`config.mk`:
```
export PLATFORM = sky130hd
export DESIGN_NAME = regfile_wb_ctrl_flat
export DESIGN_NICKNAME = d
export VERILOG_FILES = /design/src/rtl/regfile_wb_ctrl_if.sv /design/src/rtl/regfile_wb_ctrl.sv /design/src/flat_wrapper.sv
export SDC_FILE = /design/constraint.sdc
export NUM_CORES = 1
export LEC_CHECK = 0
export BUFFER_PORTS_ARGS = -buffer_cell sky130_fd_sc_hd__buf_2
export CAP_MARGIN = 20
export CORE_MARGIN = 3
export CORE_UTILIZATION = 45
export CTS_BUF_LIST = sky130_fd_sc_hd__clkbuf_4
export DETAILED_ROUTE_END_ITERATION = 6
export PLACE_DENSITY = 0.73
export RECOVER_POWER = 25
export SYNTH_ARGS = -nofsm -noshare
export SYNTH_HDL_FRONTEND = slang
export SYNTH_SLANG_ARGS = --single-unit
```
`constraint.sdc`:
```
create_clock -name clock -period 2.4 [get_ports clock]
set_input_delay 0.48 -clock clock [delete_from_list [all_inputs] [get_ports clock]]
set_output_delay 0.48 -clock clock [all_outputs]
set_load 0.005 [all_outputs]
```
`src/rtl/regfile_wb_ctrl_if.sv`:
```
// Write-back controller bus: ALU/load write-back requests, decode claim/hazard
// signals and the registered register-bank write port.
interface regfile_wb_ctrl_if #(
  parameter int XLEN = 32
);
  logic            alu_valid;
  logic            alu_ready;
  logic [4:0]      alu_rd;
  logic [XLEN-1:0] alu_data;
  logic            mem_valid;
  logic            mem_ready;
  logic [4:0]      mem_rd;
  logic [XLEN-1:0] mem_data;
  logic            issue_valid;
  logic [4:0]      issue_rd;
  logic            issue_ready;
  logic [4:0]      rs1;
  logic [4:0]      rs2;
  logic            rs1_busy;
  logic            rs2_busy;
  logic            we;
  logic [4:0]      ain;
  logic [XLEN-1:0] din;

  modport master (
    output alu_valid, alu_rd, alu_data, mem_valid, mem_rd, mem_data,
           issue_valid, issue_rd, rs1, rs2,
    input  alu_ready, mem_ready, issue_ready, rs1_busy, rs2_busy, we, ain, din
  );

  modport slave (
    input  alu_valid, alu_rd, alu_data, mem_valid, mem_rd, mem_data,
           issue_valid, issue_rd, rs1, rs2,
    output alu_ready, mem_ready, issue_ready, rs1_busy, rs2_busy, we, ain, din
  );
endinterface

```
`src/rtl/regfile_wb_ctrl.sv`:
```
// Write-back arbiter + destination scoreboard for the 32x32 register bank.
// Optional WB_ROUND_ROBIN_EN selects round-robin instead of load-over-ALU priority.
module regfile_wb_ctrl #(
  parameter int XLEN = 32
) (
  input  logic             clock,
  input  logic             reset_n,
  regfile_wb_ctrl_if.slave bus
);

  typedef struct packed {
    logic [4:0]      rd;
    logic [XLEN-1:0] data;
  } wb_req_t;

  wb_req_t         alu_req, mem_req, win_req;
  logic            alu_gnt, mem_gnt, hs, contend;
  logic            issue_rdy;
  logic            we_q, we_d;
  logic [4:0]      ain_q, ain_d;
  logic [XLEN-1:0] din_q, din_d;
  logic [31:0]     busy_q, busy_d;

  assign alu_req = '{rd: bus.alu_rd, data: bus.alu_data};
  assign mem_req = '{rd: bus.mem_rd, data: bus.mem_data};
  assign contend = bus.alu_valid & bus.mem_valid;

`ifdef WB_ROUND_ROBIN_EN
  logic rr_q;  // 0: ALU wins the next contended cycle, 1: load wins

  always_ff @(posedge clock or negedge reset_n) begin
    if (!reset_n)     rr_q <= 1'b0;
    else if (contend) rr_q <= ~rr_q;
  end

  assign alu_gnt = bus.alu_valid & ~(contend & rr_q);
  assign mem_gnt = bus.mem_valid & ~(contend & ~rr_q);
`else
  assign mem_gnt = bus.mem_valid;
  assign alu_gnt = bus.alu_valid & ~bus.mem_valid;
`endif

  assign hs        = alu_gnt | mem_gnt;
  assign win_req   = mem_gnt ? mem_req : alu_req;
  assign issue_rdy = ~busy_q[bus.issue_rd];

  always_comb begin
    we_d  = hs && (win_req.rd != 5'd0);
    ain_d = ain_q;
    din_d = din_q;
    if (hs) begin
      ain_d = win_req.rd;
      din_d = win_req.data;
    end
  end

  // Clear tracks the bank commit; a same-edge claim of that register must win.
  always_comb begin
    busy_d = busy_q;
    if (we_q) busy_d[ain_q] = 1'b0;
    if (bus.issue_valid && issue_rdy && bus.issue_rd != 5'd0)
      busy_d[bus.issue_rd] = 1'b1;
    busy_d[0] = 1'b0;
  end

  always_ff @(posedge clock or negedge reset_n) begin
    if (!reset_n) begin
      we_q   <= 1'b0;
      ain_q  <= '0;
      din_q  <= '0;
      busy_q <= '0;
    end else begin
      we_q   <= we_d;
      ain_q  <= ain_d;
      din_q  <= din_d;
      busy_q <= busy_d;
    end
  end

  assign bus.alu_ready   = alu_gnt;
  assign bus.mem_ready   = mem_gnt;
  assign bus.issue_ready = issue_rdy;
  assign bus.rs1_busy    = busy_q[bus.rs1];
  assign bus.rs2_busy    = busy_q[bus.rs2];
  assign bus.we          = we_q;
  assign bus.ain         = ain_q;
  assign bus.din         = din_q;

endmodule

```
`src/flat_wrapper.sv`:
```
// flat-port wrapper written by rule: the top's interface ports become plain ports
module regfile_wb_ctrl_flat 
#(
  parameter int XLEN = 32
)
  (clock, reset_n, bus_alu_valid, bus_alu_rd, bus_alu_data, bus_mem_valid, bus_mem_rd, bus_mem_data, bus_issue_valid, bus_issue_rd, bus_rs1, bus_rs2, bus_alu_ready, bus_mem_ready, bus_issue_ready, bus_rs1_busy, bus_rs2_busy, bus_we, bus_ain, bus_din);
  regfile_wb_ctrl_if #(.XLEN(XLEN)) bus_i ();
  input  logic clock;
  input  logic reset_n;
  input wire logic [$bits(bus_i.alu_valid)-1:0] bus_alu_valid;
  input wire logic [$bits(bus_i.alu_rd)-1:0] bus_alu_rd;
  input wire logic [$bits(bus_i.alu_data)-1:0] bus_alu_data;
  input wire logic [$bits(bus_i.mem_valid)-1:0] bus_mem_valid;
  input wire logic [$bits(bus_i.mem_rd)-1:0] bus_mem_rd;
  input wire logic [$bits(bus_i.mem_data)-1:0] bus_mem_data;
  input wire logic [$bits(bus_i.issue_valid)-1:0] bus_issue_valid;
  input wire logic [$bits(bus_i.issue_rd)-1:0] bus_issue_rd;
  input wire logic [$bits(bus_i.rs1)-1:0] bus_rs1;
  input wire logic [$bits(bus_i.rs2)-1:0] bus_rs2;
  output wire logic [$bits(bus_i.alu_ready)-1:0] bus_alu_ready;
  output wire logic [$bits(bus_i.mem_ready)-1:0] bus_mem_ready;
  output wire logic [$bits(bus_i.issue_ready)-1:0] bus_issue_ready;
  output wire logic [$bits(bus_i.rs1_busy)-1:0] bus_rs1_busy;
  output wire logic [$bits(bus_i.rs2_busy)-1:0] bus_rs2_busy;
  output wire logic [$bits(bus_i.we)-1:0] bus_we;
  output wire logic [$bits(bus_i.ain)-1:0] bus_ain;
  output wire logic [$bits(bus_i.din)-1:0] bus_din;
  assign bus_i.alu_valid = bus_alu_valid;
  assign bus_i.alu_rd = bus_alu_rd;
  assign bus_i.alu_data = bus_alu_data;
  assign bus_i.mem_valid = bus_mem_valid;
  assign bus_i.mem_rd = bus_mem_rd;
  assign bus_i.mem_data = bus_mem_data;
  assign bus_i.issue_valid = bus_issue_valid;
  assign bus_i.issue_rd = bus_issue_rd;
  assign bus_i.rs1 = bus_rs1;
  assign bus_i.rs2 = bus_rs2;
  assign bus_alu_ready = bus_i.alu_ready;
  assign bus_mem_ready = bus_i.mem_ready;
  assign bus_issue_ready = bus_i.issue_ready;
  assign bus_rs1_busy = bus_i.rs1_busy;
  assign bus_rs2_busy = bus_i.rs2_busy;
  assign bus_we = bus_i.we;
  assign bus_ain = bus_i.ain;
  assign bus_din = bus_i.din;
  regfile_wb_ctrl #(.XLEN(XLEN)) u_core (.clock(clock), .reset_n(reset_n), .bus(bus_i));
endmodule
```
======== Word level (Yosys, flattened, before mapping) ========
Index checks and enable logic that the tools add are counted.
storage, ports and cells
  register bits ........................... 69
  output and inout bits ................... 43
operators by class
  $lt $le $gt $ge ......................... 6
  mux-type cells .......................... 13
  bitwise gates (word level) .............. 7
  reductions and logical operators ........ 7
operators by type and width
  cell                count
  $mux 32             2
  $mux 37             1
  $and 32x32->32      1
  $not 32->32         1
  $or 32x32->32       1
  $lt 5x6->1 const B  4
  $bmux 1 s5          3
  $demux 1 s5         2
  $ge 5x1->1 const B  2
  $reduce_bool 5->1   2
  $logic_and 1x1->1   5
  $mux 1              5
  $not 1->1           2
  $and 1x1->1         1
  $or 1x1->1          1

======== Depth between registers and ports, before layout ========
Gate-level depths: netlist of the first run.
  depth in word-level cells ............... 9
  depth in mapped cells ................... 7
  depth with buffers taken out ............ 4

======== Least setup slack after synthesis of the first run ========
No wires, ideal clock.
  path kind ............................... input to output
  start point ............................. in bus_issue_rd[1]
  end point ............................... out bus_issue_ready
  arrival ................................. 1.773 ns
  setup slack ............................. 0.147 ns
  stages on the path ...................... 6
  path buffers ............................ 2
  cell sequence ........................... buf_6 > buf_4 > mux4_2 > nand3b_1 > nand2_1 > a2111oi_1
on the way
  word-level cells in the longest chain between the ends .. 3
RTL lines
  element                       RTL line               source
  start, declared               flat_wrapper.sv:17     input wire logic [$bits(bus_i.issue_rd)-1:0] bus_issue_rd;
  $bmux 1 s5                    regfile_wb_ctrl.sv:45  assign issue_rdy = ~busy_q[bus.issue_rd];
  $mux 1 (not written as such)  regfile_wb_ctrl.sv:45
  $not 1->1                     regfile_wb_ctrl.sv:45
  end, declared                 flat_wrapper.sv:22     output wire logic [$bits(bus_i.issue_ready)-1:0] bus_issue_ready;
Every way passes these cells. The select of a mux whose other input is x is not followed.

======== Worst setup path after layout of the first run ========
  start point ............................. reg u_core.busy_q[31]
  end point ............................... out bus_issue_ready
on the way
  word-level cells in the longest chain between the ends .. 3
RTL lines
  element                       RTL line               source
  start, declared               regfile_wb_ctrl.sv:22  logic [31:0] busy_q, busy_d;
  start signal, assigned        regfile_wb_ctrl.sv:76  busy_q <= busy_d;
  $bmux 1 s5                    regfile_wb_ctrl.sv:45
  $mux 1 (not written as such)  regfile_wb_ctrl.sv:45
  $not 1->1                     regfile_wb_ctrl.sv:45
Every way passes these cells. The select of a mux whose other input is x is not followed.

==> results of run 1 <==
## per-stage QoR
stage	setup TNS, ps	power [W]	std cells
2_1_floorplan	0	0.002392	409
3_3_place_gp	-200.1	0.002999	662
3_5_place_dp	-210.3	0.003030	662
4_1_cts	-226.9	0.003684	678
5_1_grt	-437.1	0.003929	681
6_report	-178.1	0.003725	681
## registers in the layout, indices dropped and copies added (netlist names)
signal          cells
u_core.bus.ain      5
u_core.bus.din     32
u_core.bus.we       1
u_core.busy_q      31
## Yosys cell counts, types with 5 or more instances
library cell  instances  area (um2)
o21ai_0              74       370.4
dfrtp_1              69        1727
clkbuf_1             13       48.80
nand3b_1             12       90.09
nor2b_1               5       31.28
nand2_1              68       255.2
mux4_2               16       360.4
mux2i_1              54       540.5
buf_2                 9       45.04
o21ai_1              11       55.05
mux2_2                5       56.30
o41ai_1               6       52.55
nor2_1               12       45.04
## where the power goes
| part | switching [W] | leakage (nW) | internal (W) |
|---|---|---|---|
| clock network | 0.000385 | 0.0450 | 0.000194 |
| logic | 0.000616 | 1.58 | 0.000756 |
| registers | 0.000339 | 0.815 | 0.00143 |
## worst paths after layout
path / to / startpoint
max: bus_issue_ready / u_core.busy_q[31]$_DFF_PN0_
min: u_core.bus.din[26]$_DFFE_PN0P_ / bus_mem_data[26]
max reg2reg: u_core.busy_q[16]$_DFF_PN0_ / u_core.busy_q[8]$_DFF_PN0_
min reg2reg: u_core.bus.din[5]$_DFFE_PN0P_ / u_core.bus.din[5]$_DFFE_PN0P_
max in group asynchronous: u_core.busy_q[19]$_DFF_PN0_ / reset_n
min in group asynchronous: u_core.bus.din[13]$_DFFE_PN0P_ / reset_n
## layer usage
metal / wire length [um] / up-vias / part of all wire, %
met2: 6104 / 240 / 48
met3: 1249 / 29 / 9.9
met4: 356 / 0 / 2.8
met5: 0 / - / 0
li1: - / 1828 / -
met1: 4934 / 1851 / 39
## logic make-up (layout without fill, tap and decap cells)
kind of cell | Yosys count | count (layout) | share of synthesized area, %
multiplexers | 75 | 75 | 23.32
other | 0 | 1 | 0
flip-flops | 69 | 69 | 42.06
AND/OR/NAND/NOR | 121 | 121 | 14.33
buffers and inverters | 30 | 193 | 3.840
AO/OA/AOI/OAI | 114 | 114 | 16.46
## what timing repair did
| action | CTS | global route |
|---|---|---|
| setup buffers | 2 | 2 |
| resized for setup | 12 | 1 |
| pin swaps | 3 | 3 |
| endpoints found under the setup margin | 3 | 3 |
| cloned | 0 | 0 |
## worst min-delay path: stages
cell and delay (ps):
buf_2 80, nand2_1 40, o21ai_0 50
## area by class of cell
class | count | area, um2 | area share, %
clock buffer | 9 | 67.56 | 1.289
clock inverter | 5 | 30.03 | 0.5729
inverter | 2 | 7.507 | 0.1432
multi-input combinational | 310 | 2257 | 43.07
antenna | 1 | 2.502 | 0.04774
timing repair buffer | 177 | 1012 | 19.31
sequential | 69 | 1729 | 32.99
tap | 108 | 135.1 | 2.578
==> summary.md, run 1 <==
| Metric | Value |
|---|---|
| Vias/cell | 5.797 |
| Kind of critical path | reg -> out |
| Number of port buffers | 136 |
| First-pass GRT wire length | 20150 um |
| Final min period | 2528 ps |
| Slowest stage cell, crit path | or4_4 |
| DP Worst Slack | -210.3 ps |
| GR Util met2 | 42.40% |
| Drt pass-1 iters | 6 |
| Drt wl/cell | 18.57 um |
| H-tree levels | 3 |
| Worst Path Arrival | 2050 ps |
| Most frequent cells in the layout | 135 x buf_2, 74 x o21ai_0, 68 x nand2_1 |
| Distinct cells, synth | 40 |
| Unrepaired setup endpoints after global routing | yes |
| Gpl congestion | 0.9772 |
| Slew HR | 14.70% |
| Endpoints failing setup | 3 |
| Max-Cap Viols | 0 |
| Crit. path cell count | 5 |
| PD cells | 710.6 nW/um2 |
| Outcome | complete, but fails checks |
| P_leak | 2.444 nW |
| Root buffer cell | clkbuf_4 |
| Core ar. | 8806 um2 |
| # DRC | 0 |
| Delay-heaviest family, CP | simple AND/OR/NAND/NOR gates |
| Met1 usage | 32.33% |
| Clock transition at path regs | 110 ps |
| Final ANT Viol Nets | 0 |
| Yosys warnings | 0 |
| CTS Buf Count | 9 |
| Routed WL | 12650 um |
| Initial drt markers | 329 |
| Worst hold path depth | 3 |
| Vias in the first global route | 3995 |
| Hold Path Class | in -> reg |
| Post-cts hold buffer count | 0 |
| Nets@finish | 663 |
| I/O pin cnt | 137 |
| Dominant synthesized flop cell | dfrtp_1 |
| Initial Utilization | 46.62% |
| Max Slew Vio Count | 0 |
| Fin. Hold Viols | 0 |
| Clock buffer depth | 2 |
| Layout area overhead | 27.67% |
| Area post-placement | 5074 um2 |
| Via count | 3948 |
| HPWL Detailed | 9945 um |
| Syn avg cell area | 10.04 um2 |
| Mapped Cells | 409 |
| Commonest non-fill, non-tap cell in the layout | buf_2 |
| Post-Syn Area | 4105 um2 |
| CTS tree | yes |
| Reg-to-reg setup timing slack | 550 ps |
| Skew final | 13.66 ps |
| Post-Syn Nets | 503 |
| Final Cycle Share | 105.3% |
| FMAX | 395.5 MHz |
| Post-synth EDFFs | 0 |
| WHS | 276.7 ps |
| Final worst slack | -128.2 ps |
| CP Capture Type | output port |
| Sum of buffers and inverters on the critical path | 1 |
| CP Cell Sequence | mux2i_1 -> o22ai_1 -> or4_4 -> a2111oi_4 -> buf_2 |
| CP startpoint kind | flop |
| Initial antenna violation count | 1 |
| Final non-filler cell area | 5241 um2 |
| # fillers | 783 |
| Sequential fraction of the synthesis area | 42.06% |
| # clock sinks | 69 |
| Die width | 101.5 um |
| Ys async rst share | 100.0% |
| Largest net degree at the start of global routing | 39 |
| CP max FO | 4 |
| GRT Total Usage | 25.34% |
| Cell Rows | 34 |
| Global routing's busiest layer | met2 |
| Die H | 101.5 um |
| Worst reg2reg path depth | 4 |
| Die area | 10300 um2 |
| Maximum vdd drop | 361.4 uV |
| Synth Register Bits | 69 |
| Slew at the pin closest to its max-slew limit | 1280 ps |
| Max stage delay on crit path | 570 ps |
| Clk_lat worst skew | 400 ps |
| Total grt overflow | 0 |
| Met3 GRT Util | 5.372% |
| Layout cell share with drive strength beyond 1 | 39.16% |
| Final core occ | 59.52% |
| Failing checks | setup timing |
| Worst Path Required | 1920 ps |
(Power assumes the default switching activity.)
==> inputs of run 2 (changes only) <==
--- a/config.mk
+++ b/config.mk
@@ -11,7 +11,7 @@
 export CORE_UTILIZATION = 45
 export CTS_BUF_LIST = sky130_fd_sc_hd__clkbuf_4
 export DETAILED_ROUTE_END_ITERATION = 6
-export PLACE_DENSITY = 0.73
+export PLACE_DENSITY_LB_ADDON = 0.1
 export RECOVER_POWER = 25
 export SYNTH_ARGS = -nofsm -noshare
 export SYNTH_HDL_FRONTEND = slang
==> summary.md, run 2 (synthesis results as in run 1) <==
| Metric | Value |
|---|---|
| Outcome | complete, but fails checks |
| Failing checks | capacitance limit, slew limit, setup timing |
| Initial antenna violation count | 0 |
| Hold Path Class | in -> reg |
| Drt wl/cell | 17.86 um |
| Vias/cell | 5.690 |
| P_leak | 2.479 nW |
| Endpoints failing setup | 3 |
| Root buffer cell | clkbuf_4 |
| Commonest non-fill, non-tap cell in the layout | buf_2 |
| Max Slew Vio Count | 70 |
| Final non-filler cell area | 5255 um2 |
| FMAX | 385.1 MHz |
| Largest net degree at the start of global routing | 70 |
| Slew at the pin closest to its max-slew limit | 1665 ps |
| CTS tree | yes |
| CP startpoint kind | flop |
| Initial drt markers | 294 |
| Kind of critical path | reg -> out |
| Skew final | 17.08 ps |
| Final Cycle Share | 108.2% |
| Clk_lat worst skew | 420 ps |
| Die area | 10300 um2 |
| Core ar. | 8806 um2 |
| CP max FO | 3 |
| Largest register FFs | 32 |
| CP Capture Type | output port |
| Layout cell share with drive strength beyond 1 | 39.30% |
| Worst Path Arrival | 2120 ps |
| # fillers | 786 |
| Maximum vdd drop | 334.0 uV |
| Final worst slack | -196.5 ps |
| WHS | 259.4 ps |
| Total grt overflow | 0 |
| HPWL Detailed | 9181 um |
| Max-Cap Viols | 1 |
| Worst Path Required | 1920 ps |
| Final core occ | 59.68% |
| Final min period | 2597 ps |
| CTS Buf Count | 9 |
| Die width | 101.5 um |
| # clock sinks | 69 |
| Die H | 101.5 um |
| Via count | 3886 |
| Layout area overhead | 28.01% |
| PD cells | 715.8 nW/um2 |
| Post-cts hold buffer count | 0 |
| Cell Rows | 34 |
| Routed WL | 12200 um |
| Most frequent cells in the layout | 134 x buf_2, 74 x o21ai_0, 69 x dfrtp_1 |
| Area post-placement | 4991 um2 |
| Fin. Hold Viols | 0 |
| Vias in the first global route | 3896 |
| Final ANT Viol Nets | 0 |
| Gpl congestion | 0.9384 |
| Initial Utilization | 46.62% |
| Clock buffer depth | 2 |
| Unrepaired setup endpoints after global routing | yes |
| Clock transition at path regs | 120 ps |
| Number of port buffers | 136 |
| I/O pin cnt | 137 |
| GRT Total Usage | 24.86% |
| Slew HR | -11.02% |
| Antenna Cells | 0 |
| # DRC | 0 |
| First-pass GRT wire length | 19760 um |
| Nets@finish | 664 |
| H-tree levels | 3 |
| Drt pass-1 iters | 5 |
-- run 2: final timing paths --
check                           cells past startpoint  slack, ps                        endpoint                            from
worst max-delay path                                5       -200                 bus_issue_ready     u_core.busy_q[14]$_DFF_PN0_
worst min-delay path                                3        260  u_core.bus.din[31]$_DFFE_PN0P_                bus_mem_data[31]
worst max register to register                      5        370      u_core.busy_q[7]$_DFF_PN0_     u_core.busy_q[14]$_DFF_PN0_
worst min register to register                      2        580  u_core.bus.din[29]$_DFFE_PN0P_  u_core.bus.din[29]$_DFFE_PN0P_
max in group asynchronous                           2        840   u_core.bus.ain[2]$_DFFE_PN0P_                         reset_n
min in group asynchronous                           2        570  u_core.bus.din[12]$_DFFE_PN0P_                         reset_n
-- run 2: final cells by class --
cell class,instances,area (um2),area share [%]
multi-input cells,310,2253,42.88
inverters,2,7.507,0.1429
clock buffers,11,82.58,1.571
clock inverters,5,27.53,0.5238
repair buffers,178,1022,19.45
well taps,108,135.1,2.571
flip-flops and latches,69,1727,32.86
-- run 2: timing repair --
action / CTS / global route
buffers inserted: 16 / 0
endpoints found under the hold margin: 0 / 0
pin swaps: 6 / 3
endpoints found under the setup margin: 3 / 3
resized for setup: 9 / 1
-- run 2: metal layers --
layer	wire (um)	share of wire, %	track usage [%]	vias up
met5	0	0	0	-
met4	238	2.0	9.305	0
met3	1114	9.1	7.163	21
met2	5758	47	39.08	169
met1	5090	42	32.76	1863
li1	-	-	-	1833
-- run 2: worst max-delay path: stages, from the launching register on --
cell and delay (ps):
dfrtp_1 430, mux4_2 470, a21o_1 240, a2111oi_4 300, buf_4 170, buf_6 80
-- run 2: per-stage QoR --
stage	setup WS (ps)	total power (W)	setup TNS, ps	std cells
after floorplan	146.8	0.002392	0	409
after global placement	-389.3	0.002876	-389.3	651
after detailed placement	-387.0	0.002911	-387.0	651
after CTS	-207.6	0.003764	-504.6	683
after global routing	-277.8	0.003997	-692.7	683
final	-196.5	0.003761	-435.7	683
-- run 2: power by group --
group / switching, W / leakage, nW / internal, W
logic: 0.000633 / 1.59 / 0.000776
registers: 0.000270 / 0.816 / 0.00143
clock network: 0.000421 / 0.0680 / 0.000230
